$ cat src/rtl/cache_arbiter_if.sv
// cache_arbiter_if: I-cache, D-cache and physical-memory line buses seen by the arbiter.
interface cache_arbiter_if #(parameter int LINE_W = 256, parameter int ADDR_W = 32);
  logic              i_read;
  logic [ADDR_W-1:0] i_address;
  logic [LINE_W-1:0] i_rdata;
  logic              i_resp;
  logic              d_read;
  logic              d_write;
  logic [ADDR_W-1:0] d_address;
  logic [LINE_W-1:0] d_wdata;
  logic [LINE_W-1:0] d_rdata;
  logic              d_resp;
  logic              pmem_read;
  logic              pmem_write;
  logic [ADDR_W-1:0] pmem_address;
  logic [LINE_W-1:0] pmem_wdata;
  logic [LINE_W-1:0] pmem_rdata;
  logic              pmem_resp;
  modport slave (
    input  i_read, i_address, d_read, d_write, d_address, d_wdata, pmem_rdata, pmem_resp,
    output i_rdata, i_resp, d_rdata, d_resp, pmem_read, pmem_write, pmem_address, pmem_wdata
  );
  modport master (
    output i_read, i_address, d_read, d_write, d_address, d_wdata, pmem_rdata, pmem_resp,
    input  i_rdata, i_resp, d_rdata, d_resp, pmem_read, pmem_write, pmem_address, pmem_wdata
  );
endinterface

$ cat src/rtl/cache_arbiter.sv
// cache_arbiter: round-robin arbiter sharing one memory port between I-cache and D-cache.
module cache_arbiter #(
  parameter int LINE_W = 256,
  parameter int ADDR_W = 32
) (
  input  logic            clk,
  input  logic            rst,
  cache_arbiter_if.slave  bus
);
  typedef enum logic [1:0] {IDLE, I_BUSY, D_BUSY} state_t;
  state_t            r_state;
  logic              r_last_d;
  logic              r_pmem_read;
  logic              r_pmem_write;
  logic [ADDR_W-1:0] r_addr;
  logic [LINE_W-1:0] r_wdata;
  logic              w_d_req;
  logic              w_grant_i;
  logic              w_grant_d;
  assign w_d_req   = bus.d_read | bus.d_write;
  assign w_grant_i = bus.i_read & (~w_d_req | r_last_d);
  assign w_grant_d = w_d_req & (~bus.i_read | ~r_last_d);
  // strobes are latched at grant so they stay stable even if the requester drops out
  always_ff @(posedge clk or posedge rst) begin
    if (rst) begin
      r_state      <= IDLE;
      r_last_d     <= 1'b1;
      r_pmem_read  <= 1'b0;
      r_pmem_write <= 1'b0;
      r_addr       <= '0;
      r_wdata      <= '0;
    end else if (r_state == IDLE) begin
      if (w_grant_i) begin
        r_state      <= I_BUSY;
        r_last_d     <= 1'b0;
        r_pmem_read  <= 1'b1;
        r_pmem_write <= 1'b0;
        r_addr       <= bus.i_address;
      end else if (w_grant_d) begin
        r_state      <= D_BUSY;
        r_last_d     <= 1'b1;
        r_pmem_read  <= ~bus.d_write;
        r_pmem_write <= bus.d_write;
        r_addr       <= bus.d_address;
        r_wdata      <= bus.d_wdata;
      end
    end else if (bus.pmem_resp) begin
      r_state      <= IDLE;
      r_pmem_read  <= 1'b0;
      r_pmem_write <= 1'b0;
    end
  end
  assign bus.pmem_read    = r_pmem_read;
  assign bus.pmem_write   = r_pmem_write;
  assign bus.pmem_address = r_addr;
  assign bus.pmem_wdata   = r_wdata;
  assign bus.i_resp       = bus.pmem_resp & (r_state == I_BUSY);
  assign bus.d_resp       = bus.pmem_resp & (r_state == D_BUSY);
  assign bus.i_rdata      = bus.pmem_rdata;
  assign bus.d_rdata      = bus.pmem_rdata;
endmodule

$ cat src/flat_wrapper.sv
// flat-port wrapper written by rule: the top's interface ports become plain ports
module cache_arbiter_flat 
#(
  parameter int LINE_W = 256,
  parameter int ADDR_W = 32
)
  (clk, rst, bus_i_read, bus_i_address, bus_d_read, bus_d_write, bus_d_address, bus_d_wdata, bus_pmem_rdata, bus_pmem_resp, bus_i_rdata, bus_i_resp, bus_d_rdata, bus_d_resp, bus_pmem_read, bus_pmem_write, bus_pmem_address, bus_pmem_wdata);
  cache_arbiter_if #(.LINE_W(LINE_W), .ADDR_W(ADDR_W)) bus_i ();
  input  logic clk;
  input  logic rst;
  input wire logic [$bits(bus_i.i_read)-1:0] bus_i_read;
  input wire logic [$bits(bus_i.i_address)-1:0] bus_i_address;
  input wire logic [$bits(bus_i.d_read)-1:0] bus_d_read;
  input wire logic [$bits(bus_i.d_write)-1:0] bus_d_write;
  input wire logic [$bits(bus_i.d_address)-1:0] bus_d_address;
  input wire logic [$bits(bus_i.d_wdata)-1:0] bus_d_wdata;
  input wire logic [$bits(bus_i.pmem_rdata)-1:0] bus_pmem_rdata;
  input wire logic [$bits(bus_i.pmem_resp)-1:0] bus_pmem_resp;
  output wire logic [$bits(bus_i.i_rdata)-1:0] bus_i_rdata;
  output wire logic [$bits(bus_i.i_resp)-1:0] bus_i_resp;
  output wire logic [$bits(bus_i.d_rdata)-1:0] bus_d_rdata;
  output wire logic [$bits(bus_i.d_resp)-1:0] bus_d_resp;
  output wire logic [$bits(bus_i.pmem_read)-1:0] bus_pmem_read;
  output wire logic [$bits(bus_i.pmem_write)-1:0] bus_pmem_write;
  output wire logic [$bits(bus_i.pmem_address)-1:0] bus_pmem_address;
  output wire logic [$bits(bus_i.pmem_wdata)-1:0] bus_pmem_wdata;
  assign bus_i.i_read = bus_i_read;
  assign bus_i.i_address = bus_i_address;
  assign bus_i.d_read = bus_d_read;
  assign bus_i.d_write = bus_d_write;
  assign bus_i.d_address = bus_d_address;
  assign bus_i.d_wdata = bus_d_wdata;
  assign bus_i.pmem_rdata = bus_pmem_rdata;
  assign bus_i.pmem_resp = bus_pmem_resp;
  assign bus_i_rdata = bus_i.i_rdata;
  assign bus_i_resp = bus_i.i_resp;
  assign bus_d_rdata = bus_i.d_rdata;
  assign bus_d_resp = bus_i.d_resp;
  assign bus_pmem_read = bus_i.pmem_read;
  assign bus_pmem_write = bus_i.pmem_write;
  assign bus_pmem_address = bus_i.pmem_address;
  assign bus_pmem_wdata = bus_i.pmem_wdata;
  cache_arbiter #(.LINE_W(LINE_W), .ADDR_W(ADDR_W)) u_core (.clk(clk), .rst(rst), .bus(bus_i));
endmodule
$ cat config.mk
export PLATFORM = sky130hd
export DESIGN_NAME = cache_arbiter_flat
export DESIGN_NICKNAME = d
export VERILOG_FILES = /design/src/rtl/cache_arbiter_if.sv /design/src/rtl/cache_arbiter.sv /design/src/flat_wrapper.sv
export SDC_FILE = /design/constraint.sdc
export NUM_CORES = 1
export LEC_CHECK = 0
export CAP_MARGIN = 5
export CORE_AREA = 2 2 543 545
export DETAILED_ROUTE_END_ITERATION = 16
export DIE_AREA = 0 0 545 547
export HOLD_SLACK_MARGIN = 0.1
export PLACE_DENSITY_LB_ADDON = 0.15
export SLEW_MARGIN = 20
export SYNTH_ARGS = -nofsm -noshare
export SYNTH_HDL_FRONTEND = slang
export SYNTH_SLANG_ARGS = --single-unit
$ cat constraint.sdc
create_clock -name clk -period 13.74 [get_ports clk]
set_input_delay 2.748 -clock clk [delete_from_list [all_inputs] [get_ports clk]]
set_output_delay 2.748 -clock clk [all_outputs]
set_load 0.05 [all_outputs]
======== Word level (Yosys, flattened, before mapping) ========
Index checks and enable logic that the tools add are counted.
operators by class
  eq/ne operators ......................... 3
  muxes and demuxes ....................... 15
  reduce and logical (&&, ||, !) cells .... 6
  bitwise operators ....................... 12
operators with widths
  kind                                                                   number
  32-bit 2-to-1 mux                                                      2
  1-bit 2-to-1 mux                                                       9
  2-bit 2-to-1 mux                                                       4
  1-bit NOT                                                              5
  1-bit AND                                                              4
  2-bit AND reduction                                                    2
  2-bit nonzero test                                                     2
  3-bit by 1-bit != test with 1-bit output, second input constant        1
  1-bit bitwise OR                                                       3
  3-bit AND reduction                                                    1
  2-bit by 1-bit equality test with 1-bit output, second input constant  1
  2-bit equality test, second input constant                             1
  2-bit zero test                                                        1
storage, ports and cells
  flip-flop bits (word level) ............. 293
  logic and storage cells ................. 42
  output and inout bits ................... 804

======== Depth between registers and ports, before layout ========
Gate-level depths: netlist of run 1.
  depth in word-level cells ............... 6
  depth in mapped cells ................... 6
  depth with buffers taken out ............ 3

======== Worst setup path before layout of run 1 ========
No wires, ideal clock.
  kind .................................... in2out
  start ................................... input bus_pmem_resp
  end ..................................... output bus_d_resp
  required time ........................... 10.992 ns
  buffers on the path ..................... 0
  cell stages on the path ................. 2
  data arrival time ....................... 3.832 ns
  setup slack ............................. 7.160 ns
  cells stage by stage .................... inv_1 nor3_1
on the way
  longest elaborated chain between the ends .. 1
ends and longest elaborated chain
  item             line                 source
  start, declared  flat_wrapper.sv:18   input wire logic [$bits(bus_i.pmem_resp)-1:0] bus_pmem_resp;
  1-bit AND        cache_arbiter.sv:58  assign bus.d_resp = bus.pmem_resp & (r_state == D_BUSY);
  end, declared    flat_wrapper.sv:22   output wire logic [$bits(bus_i.d_resp)-1:0] bus_d_resp;
No other way between the ends.

======== Final worst setup path of run 1 ========
Same ends and word-level chain as after synthesis.

==> impl_metrics.ini, run 1 <==
[min_path]
hp-start = u_core.r_last_d
hp-class = flip-flop to flip-flop
holdPathStages = 2
holdPathEnd = u_core.r_last_d

[critical_path]
cp_num_cells = 4
rr_startpoint = u_core.r_last_d
cpLargestDelayFamily = buffers and inverters
slowest_delay_ns = 0.83
path_common_cell = clkdlybuf4s50_1
worstPathArrival_ns = 4.43
end_kind = primary output
path_class = input pin to primary output
path_buf_inv = 3
reg2reg_to = u_core.bus.pmem_wdata[38]
worstPathMaxFanout = 4
cp-start-kind = input pin
path_cells = clkdlybuf4s50_1, inv_1, nor3_1, clkdlybuf4s50_1
reg2reg_depth = 5
required_ns = 10.99
reg2reg_slack_ns = 10.93
cpMaxStageDelayCell = clkdlybuf4s50_1

[placement]
numPlacedInstances = 5222
globalplace.congestion = 0.639
io_buffers = 617
place_area_um2 = 23100
dpl.hpwl_um = 99400

[detailed_routing]
m1WireLength_um = 40300
via_count = 9872
antenna_left = 0
wirelength_um = 120000
vias_per_cell = 1.86
topRoutingLayerUsed = met5
drc = 0
wl_met2_um = 49200
dr.first_iter.drc_count = 422
met3_length_um = 24100
wl_per_cell_um = 22.6
dr.pass1.iters = 4

[sta]
finalSetupViolCount = 0
timing.final.crit_share_pct = 52.2
period_needed_ns = 7.17
setup_tns_ns = 0
max_freq_mhz = 139
hold_slack_ns = 0.501
hold_viol = 0
slew_headroom_pct = 26.5
rsz0062_at_grt = no
clock_skew_ns = 0.0414
slew_viol_final = 0
tightest_slew_ns = 1.10

[floorplan]
io_pins = 1386
die-height_um = 547
rows = 199
die_area_um2 = 298000
core_area_um2 = 293000
start_util_pct = 5.57
dieWidth_um = 545

[clocking]
numCtsBuffers = 50
cts_root_buffer = clkbuf_16
cts_hold_buf = 0
cts_tree = done
htreeDepth = 2
clkTransAtPathRegs_ns = 0.05
cts-resized-gates = 0
cts.sinks = 293
clkLatencyLatePin_ns = 0.71
cts_buffer_depth = 3
cts_setup_buffers = 0

[final_layout]
final_nets = 1937
syn2layout_area_growth_pct = 51.8
final_common_cell = clkdlybuf4s50_1
final_util_pct = 8.46
layout.cells.non_filler = 5316
drive_gt1_share_pct = 25.7
finalInstanceArea_um2 = 24800
layout_common_cells = clkdlybuf4s50_1 (616), dfrtp_1 (292), mux2_4 (200)
fill_cells = 33700

[power_and_ir_drop]
power_density_nw_per_um2 = 303
peakVddDrop_mv = 0.120
p_leak_nw = 9.00

[logic_synthesis]
synth_cells = 1234
synth.distinct_cells = 28
async_flop_share_pct = 100
synth_edf_count = 0
synth_area_per_cell_um2 = 13.2
syn_area_um2 = 16300
ys_seq_elements = 293
syn-num-nets = 1816
yosysWarnings = 0
synth_flop_cell = dfrtp_1
seq_area_frac_synth_pct = 45.0

[global_routing]
grt_pass1_wl_um = 145000
grt_max_degree = 115
grt_overflow = 0
grt_usage_pct = 7.82
grt_pass1_vias = 10700
antenna_found_initial = 97

[outcome]
outcome = completed

[job]
maxCapViolations = 0
==> cell type report <==
type	count	area, um2	area share [%]
diodes	6	15.0	0.0606
clock inverters	12	146	0.591
well taps	3919	4900	19.8
inverters	5	26.3	0.106
multi-input cells	372	4520	18.3
clock buffers	76	1500	6.05
flip-flops and latches	293	7330	29.6
repair buffers	633	6320	25.5
==> flip-flops by register name, indices dropped and copies added, names as in the netlist <==
name and cells:
u_core.bus.pmem_wdata 256, u_core.r_state 2, u_core.bus.pmem_address 32, u_core.bus.pmem_read 1
u_core.bus.pmem_write 1, u_core.r_last_d 1
==> metrics by stage <==
stage	power [mW]	setup WS (ns)
finish	7.49	6.57
floorplan	4.75	2.90
global route	7.99	6.48
detailed placement	6.30	6.59
CTS	7.76	6.57
global placement	6.31	6.55
==> routing by layer <==
metal / global-route usage, % / vias up
met1: 7.59 / 4538
met3: 6.84 / 372
li1: - / 3964
met4: 3.64 / 2
met2: 11.5 / 996
met5: 0.160 / -
==> cells by family after synthesis <==
kind of cell	Yosys count	synth area share (%)
compound gates	107	4.96
simple gates	9	0.368
flops	293	45.0
mux	256	22.3
buf+inv	569	27.4
==> report_power, final <==
group	total [mW]	internal (mW)	switching, mW
Clock	1.34	0.784	0.559
Sequential	1.61	1.32	0.287
Combinational	4.54	1.60	2.94
==> synth_stat cells, types with 2 or more instances <==
| cell | number | area (um2) |
|---|---|---|
| buf_4 | 516 | 3870 |
| dfrtp_1 | 292 | 7310 |
| mux2_4 | 200 | 3000 |
| mux2_2 | 54 | 608 |
| o21ai_0 | 36 | 180 |
| a2bb2oi_1 | 32 | 280 |
| a311oi_1 | 32 | 280 |
| buf_12 | 22 | 440 |
| buf_2 | 14 | 70.1 |
| clkbuf_1 | 9 | 33.8 |
| inv_1 | 5 | 18.8 |
| buf_6 | 3 | 33.8 |
| mux2_1 | 2 | 22.5 |
| nor2_2 | 2 | 12.5 |
| nor3_1 | 2 | 10.0 |
==> tightest hold or removal path, cell delays in order, from the launching register on <==
cell	delay [ns]
dfstp_2	0.38
o21ai_0	0.07
nand2_1	0.05
==> how the worst max path moves through the flow <==
| stage | startpoint | to | slack [ns] |
|---|---|---|---|
| 2_1_floorplan | rst | u_core.bus.pmem_address[0] | 2.90 |
| 3_3_place_gp | bus_pmem_resp | bus_i_resp | 6.55 |
| 3_5_place_dp | bus_pmem_resp | bus_d_resp | 6.59 |
| 4_1_cts | bus_pmem_resp | bus_d_resp | 6.57 |
| 5_1_grt | bus_pmem_resp | bus_i_resp | 6.48 |
| 6_report | bus_pmem_resp | bus_d_resp | 6.57 |
No activity file was read; power rests on OpenSTA's default activity.
==> run 2, diff against run 1 <==
CORE_AREA = 2 2 537 539   (was 2 2 543 545)
DIE_AREA = 0 0 539 541   (was 0 0 545 547)
clock period = 6.5 ns   (was 13.74 ns; I/O delays follow)
==> run 2 against run 1 <==
  * Global-route usage is 0.42 points lower
  * Critical path depth stayed put
  * Die area is 2.2% lower
  * Combinational power is 110% higher
  * Sequential share of layout area is 0.077 points higher
  * Via count is 0.56% higher
  * Final cell count is 2.6% lower
  * Clock skew is 0.020 ns lower
  * Power is 110% higher
  * Register-to-register slack worse by 6.9 ns
  * Count of clock-buffer cells in the layout is 1 lower
  * Wire length is 8.1% lower
  * Largest power group unchanged
==> impl_metrics.ini, run 2 (same netlist as run 1, synthesis figures left out) <==
[detailed_routing]
dr.first_iter.drc_count = 328
drc = 0
dr.pass1.iters = 4
wl_per_cell_um = 21.3
via_count = 9927
vias_per_cell = 1.92
antenna_left = 0
wirelength_um = 110000

[placement]
globalplace.congestion = 0.678
dpl.hpwl_um = 90100
io_buffers = 617

[critical_path]
rr_startpoint = u_core.r_last_d
end_kind = primary output
worstPathMaxFanout = 4
cp-start-kind = input pin
path_class = input pin to primary output
critPathLaunch = bus_pmem_resp
worstPathArrival_ns = 3.18
reg2reg_to = u_core.bus.pmem_wdata[247]
reg2reg_depth = 5
critPathCapture = bus_d_resp
required_ns = 5.20
reg2reg_slack_ns = 4.07

[final_layout]
final_nets = 1939
final_common_cell = clkdlybuf4s50_1
syn2layout_area_growth_pct = 51.4
final_util_pct = 8.62
largest_reg_flops = 256
layout_common_cells = clkdlybuf4s50_1 (616), dfrtp_1 (292), mux2_4 (200)
drive_gt1_share_pct = 26.0

[clocking]
cts_root_buffer = clkbuf_16
htreeDepth = 2
cts_tree = done
cts_buffer_depth = 3
numCtsBuffers = 51
cts_hold_buf = 0
cts_setup_buffers = 0
clkLatencyLatePin_ns = 0.68
cts.sinks = 293
cts-resized-gates = 0
clkTransAtPathRegs_ns = 0.05

[floorplan]
start_util_pct = 5.69
dieWidth_um = 539
die_area_um2 = 292000
die-height_um = 541
rows = 197
core_area_um2 = 286000
io_pins = 1386

[sta]
slew_viol_final = 0
slew_headroom_pct = 18.1
tightest_slew_ns = 1.23
hold_viol = 0
setup_tns_ns = 0
rsz0062_at_grt = no
finalSetupViolCount = 0
period_needed_ns = 4.48
clock_skew_ns = 0.0215
timing.final.crit_share_pct = 69.0
max_freq_mhz = 223

[global_routing]
grt_pass1_vias = 11000
grt_usage_pct = 7.40
grt_max_degree = 99
antenna_found_initial = 70
grt_overflow = 0
grt_pass1_wl_um = 138000

[power_and_ir_drop]
netSwitchingPower_mw = 7.87
power_density_nw_per_um2 = 641
finalPower_mw = 15.8
clkPwrFrac_pct = 18.6
swShare_pct = 49.8
p_seq_share_pct = 21.4
peakVddDrop_mv = 0.270
p_leak_nw = 9.05
intPower_mw = 7.95
pwr-share-comb_pct = 60.0

[min_path]
hp-class = flip-flop to flip-flop

[job]
maxCapViolations = 0

[outcome]
outcome = completed
-- run 2: cell types whose count changed in the layout (fill, tap and decap cells not counted), moves of 2 or more --
cell / before / now
clkbuf_16: 50 / 53
clkbuf_8: 15 / 12
diode_2: 6 / 2
clkinvlp_4: 1 / 5
bufinv_16: 2 / 4
buf_4: 14 / 12
clkinv_2: 5 / 7
clkinv_4: 2 / 0
buf_12: 2 / 5
-- run 2: through the flow --
step                setup WS [ns]  hold WS (ns)  cell area [um2]  instances
global route                 1.92         0.525            24700       5176
finish                       2.02         0.490            24700       5178
floorplan                    1.31         0.474            16300       1234
detailed placement           1.94         0.481            22900       5084
CTS                          1.93         0.494            24700       5175
global placement             1.91         0.475            22900       5084
-- run 2: critical path: stages --
cell and delay, ns:
clkdlybuf4s50_1 0.57, inv_1 0.12, nor3_1 0.30, clkdlybuf4s50_1 0.89
-- run 2: per-layer routing --
| metal | GRT usage (%) | wire (um) | part of all wire, % | vias to the layer above |
|---|---|---|---|---|
| li1 | - | - | - | 3944 |
| met1 | 7.80 | 40700 | 37 | 4666 |
| met2 | 10.4 | 44000 | 40 | 975 |
| met3 | 6.12 | 20000 | 18 | 326 |
| met4 | 3.48 | 5760 | 5.2 | 16 |
| met5 | 0 | 101 | 0.091 | - |
-- run 2: power by group through the flow --
stage / clock network, mW / registers [mW] / logic [mW]
2_1_floorplan: 0 / 6.55 / 3.49
3_3_place_gp: 0 / 3.43 / 9.79
3_5_place_dp: 0 / 3.42 / 9.75
4_1_cts: 3.19 / 3.42 / 9.78
6_report: 2.94 / 3.39 / 9.49
5_1_grt: 3.20 / 3.54 / 10.1
-- run 2: final cells by class --
class                   count  area (um2)
clock buffers              75        1530
multi-input cells         372        4520
clock inverters            16         194
well taps                3781        4730
flip-flops and latches    293        7330
fillers                 33100      262000
diodes                      2        5.00
inverters                   5        22.5
repair buffers            634        6360
-- run 2: worst min-delay path by stage --
stage | slack [ns] | to | cells past startpoint | startpoint
2_1_floorplan | 0.47 | u_core.r_last_d | 2 | u_core.r_last_d
3_3_place_gp | 0.48 | u_core.bus.pmem_wdata[79] | 1 | u_core.bus.pmem_wdata[79]
3_5_place_dp | 0.48 | u_core.bus.pmem_wdata[79] | 1 | u_core.bus.pmem_wdata[79]
4_1_cts | 0.49 | u_core.bus.pmem_wdata[79] | 1 | u_core.bus.pmem_wdata[79]
5_1_grt | 0.52 | u_core.bus.pmem_wdata[134] | 1 | u_core.bus.pmem_wdata[134]
6_report | 0.49 | u_core.bus.pmem_wdata[79] | 1 | u_core.bus.pmem_wdata[79]
==> run 3, diff against run 2 <==
CORE_AREA = 2 2 543 545   (was 2 2 537 539)
DIE_AREA = 0 0 545 547   (was 0 0 539 541)
clock period = 4.65 ns   (was 6.5 ns; I/O delays follow)
==> run 3 against run 2 <==
  * Via count hardly changed
  * First-iteration DRC count grew 0.61%
  * Count of clock-buffer cells in the layout grew 5
  * Combinational power rose by 42%
  * Critical path depth is the same
  * Critical endpoint is now bus_i_resp
  * Largest power group unchanged
==> impl_metrics.ini, run 3 (same netlist as run 1, synthesis figures left out) <==
[critical_path]
cp-start-kind = input pin
end_kind = primary output
reg2reg_to = u_core.bus.pmem_wdata[218]
path_buf_inv = 3
rr_startpoint = u_core.r_last_d
required_ns = 3.72
worstPathMaxFanout = 4
reg2reg_slack_ns = 2.38
worstPathArrival_ns = 2.86
cpMaxStageDelayCell = clkdlybuf4s50_1
path_cells = clkdlybuf4s50_1, inv_1, nor3_1, clkdlybuf4s50_1
critPathLaunch = bus_pmem_resp
cpLargestDelayFamily = buffers and inverters
cp_num_cells = 4
path_class = input pin to primary output
slowest_delay_ns = 0.91
path_common_cell = clkdlybuf4s50_1
critPathCapture = bus_i_resp
reg2reg_depth = 5

[sta]
period_needed_ns = 3.79
slew_headroom_pct = 24.0
max_freq_mhz = 264
timing.final.crit_share_pct = 81.5
hold_viol = 0
slew_viol_final = 0
tightest_slew_ns = 1.14
rsz0062_at_grt = no
clock_skew_ns = 0.0230
finalSetupViolCount = 0

[clocking]
clkLatencyLatePin_ns = 0.68
cts_buffer_depth = 3
cts_tree = done
cts.sinks = 293
cts_root_buffer = clkbuf_16
cts-resized-gates = 0
numCtsBuffers = 50
htreeDepth = 2
cts_setup_buffers = 0
cts_hold_buf = 0
clkTransAtPathRegs_ns = 0.05

[detailed_routing]
via_count = 9918
wirelength_um = 119000
vias_per_cell = 1.86
drc = 0
dr.first_iter.drc_count = 330
dr.pass1.iters = 4
wl_per_cell_um = 22.4
antenna_left = 0

[global_routing]
antenna_found_initial = 86
grt_usage_pct = 7.74
grt_pass1_wl_um = 144000
grt_pass1_vias = 11000
grt_max_degree = 81
grt_overflow = 0

[floorplan]
start_util_pct = 5.57
rows = 199
dieWidth_um = 545
die-height_um = 547
io_pins = 1386
core_area_um2 = 293000
die_area_um2 = 298000

[final_layout]
final_util_pct = 8.55
largest_reg_flops = 256
final_nets = 1946
syn2layout_area_growth_pct = 53.4
layout_common_cells = clkdlybuf4s50_1 (616), dfrtp_1 (292), mux2_4 (200)
drive_gt1_share_pct = 26.5
fill_cells = 33800
final_common_cell = clkdlybuf4s50_1

[job]
maxCapViolations = 0

[power_and_ir_drop]
peakVddDrop_mv = 0.332
clkPwrFrac_pct = 18.6
swShare_pct = 50.2
power_density_nw_per_um2 = 893
p_seq_share_pct = 21.0
netSwitchingPower_mw = 11.2
finalPower_mw = 22.3
p_leak_nw = 9.11
pwr-share-comb_pct = 60.5
intPower_mw = 11.1

[placement]
io_buffers = 617
dpl.hpwl_um = 99500
globalplace.congestion = 0.639

[min_path]
hp-class = flip-flop to flip-flop
holdPathStages = 1

[outcome]
outcome = completed
run 3: changes by cell type in the layout (fill, tap and decap cells not counted):
cell	change
diode_2	-1
buf_12	+5
clkbuf_8	+4
clkinvlp_4	+1
inv_6	-1
inv_1	-1
bufinv_16	-1
clkinv_1	+1
clkinv_4	+1
buf_4	+3
clkbuf_1	+1
clkinv_2	-2
run 3: worst min path at each step:
stage | from | endpoint | slack [ns]
2_1_floorplan | u_core.r_last_d | u_core.r_last_d | 0.47
3_3_place_gp | u_core.bus.pmem_wdata[78] | u_core.bus.pmem_wdata[78] | 0.47
3_5_place_dp | u_core.bus.pmem_wdata[79] | u_core.bus.pmem_wdata[79] | 0.48
4_1_cts | u_core.bus.pmem_wdata[79] | u_core.bus.pmem_wdata[79] | 0.50
5_1_grt | u_core.bus.pmem_wdata[235] | u_core.bus.pmem_wdata[235] | 0.51
6_report | u_core.bus.pmem_wdata[79] | u_core.bus.pmem_wdata[79] | 0.49
run 3: power groups by stage:
stage               Combinational [mW]  Clock (mW)  Sequential, mW
floorplan                         4.88           0            9.15
global placement                  13.9           0            4.72
detailed placement                13.9           0            4.72
CTS                               13.9        4.44            4.71
global route                      14.4        4.47            4.88
finish                            13.5        4.15            4.68
run 3: final cells by class:
type | instances | area [um2] | area share [%]
clock inverter | 14 | 161 | 0.645
tap | 3919 | 4900 | 19.6
sequential | 293 | 7330 | 29.3
timing repair buffer | 642 | 6480 | 25.9
inverter | 5 | 22.5 | 0.0900
clock buffer | 80 | 1590 | 6.35
antenna | 1 | 2.50 | 0.0100
multi-input combinational | 372 | 4520 | 18.1
run 3: through the flow:
step	cells	hold slack (ns)	area (um2)	setup TNS, ns	worst slack, ns
after floorplan	1234	0.474	16300	-49.15	-0.168
after global placement	5231	0.475	23300	0	0.794
after detailed placement	5231	0.484	23300	0	0.796
after CTS	5325	0.499	25000	0	0.779
after global routing	5326	0.510	25000	0	0.775
final	5326	0.495	25000	0	0.862
run 3: metal layers:
metal / GRT usage, % / part of all wire [%] / up-vias
met5: 0 / 0 / -
met4: 3.56 / 5.5 / 0
met3: 5.46 / 16 / 385
met2: 11.5 / 41 / 963
met1: 8.28 / 37 / 4619
li1: - / - / 3951
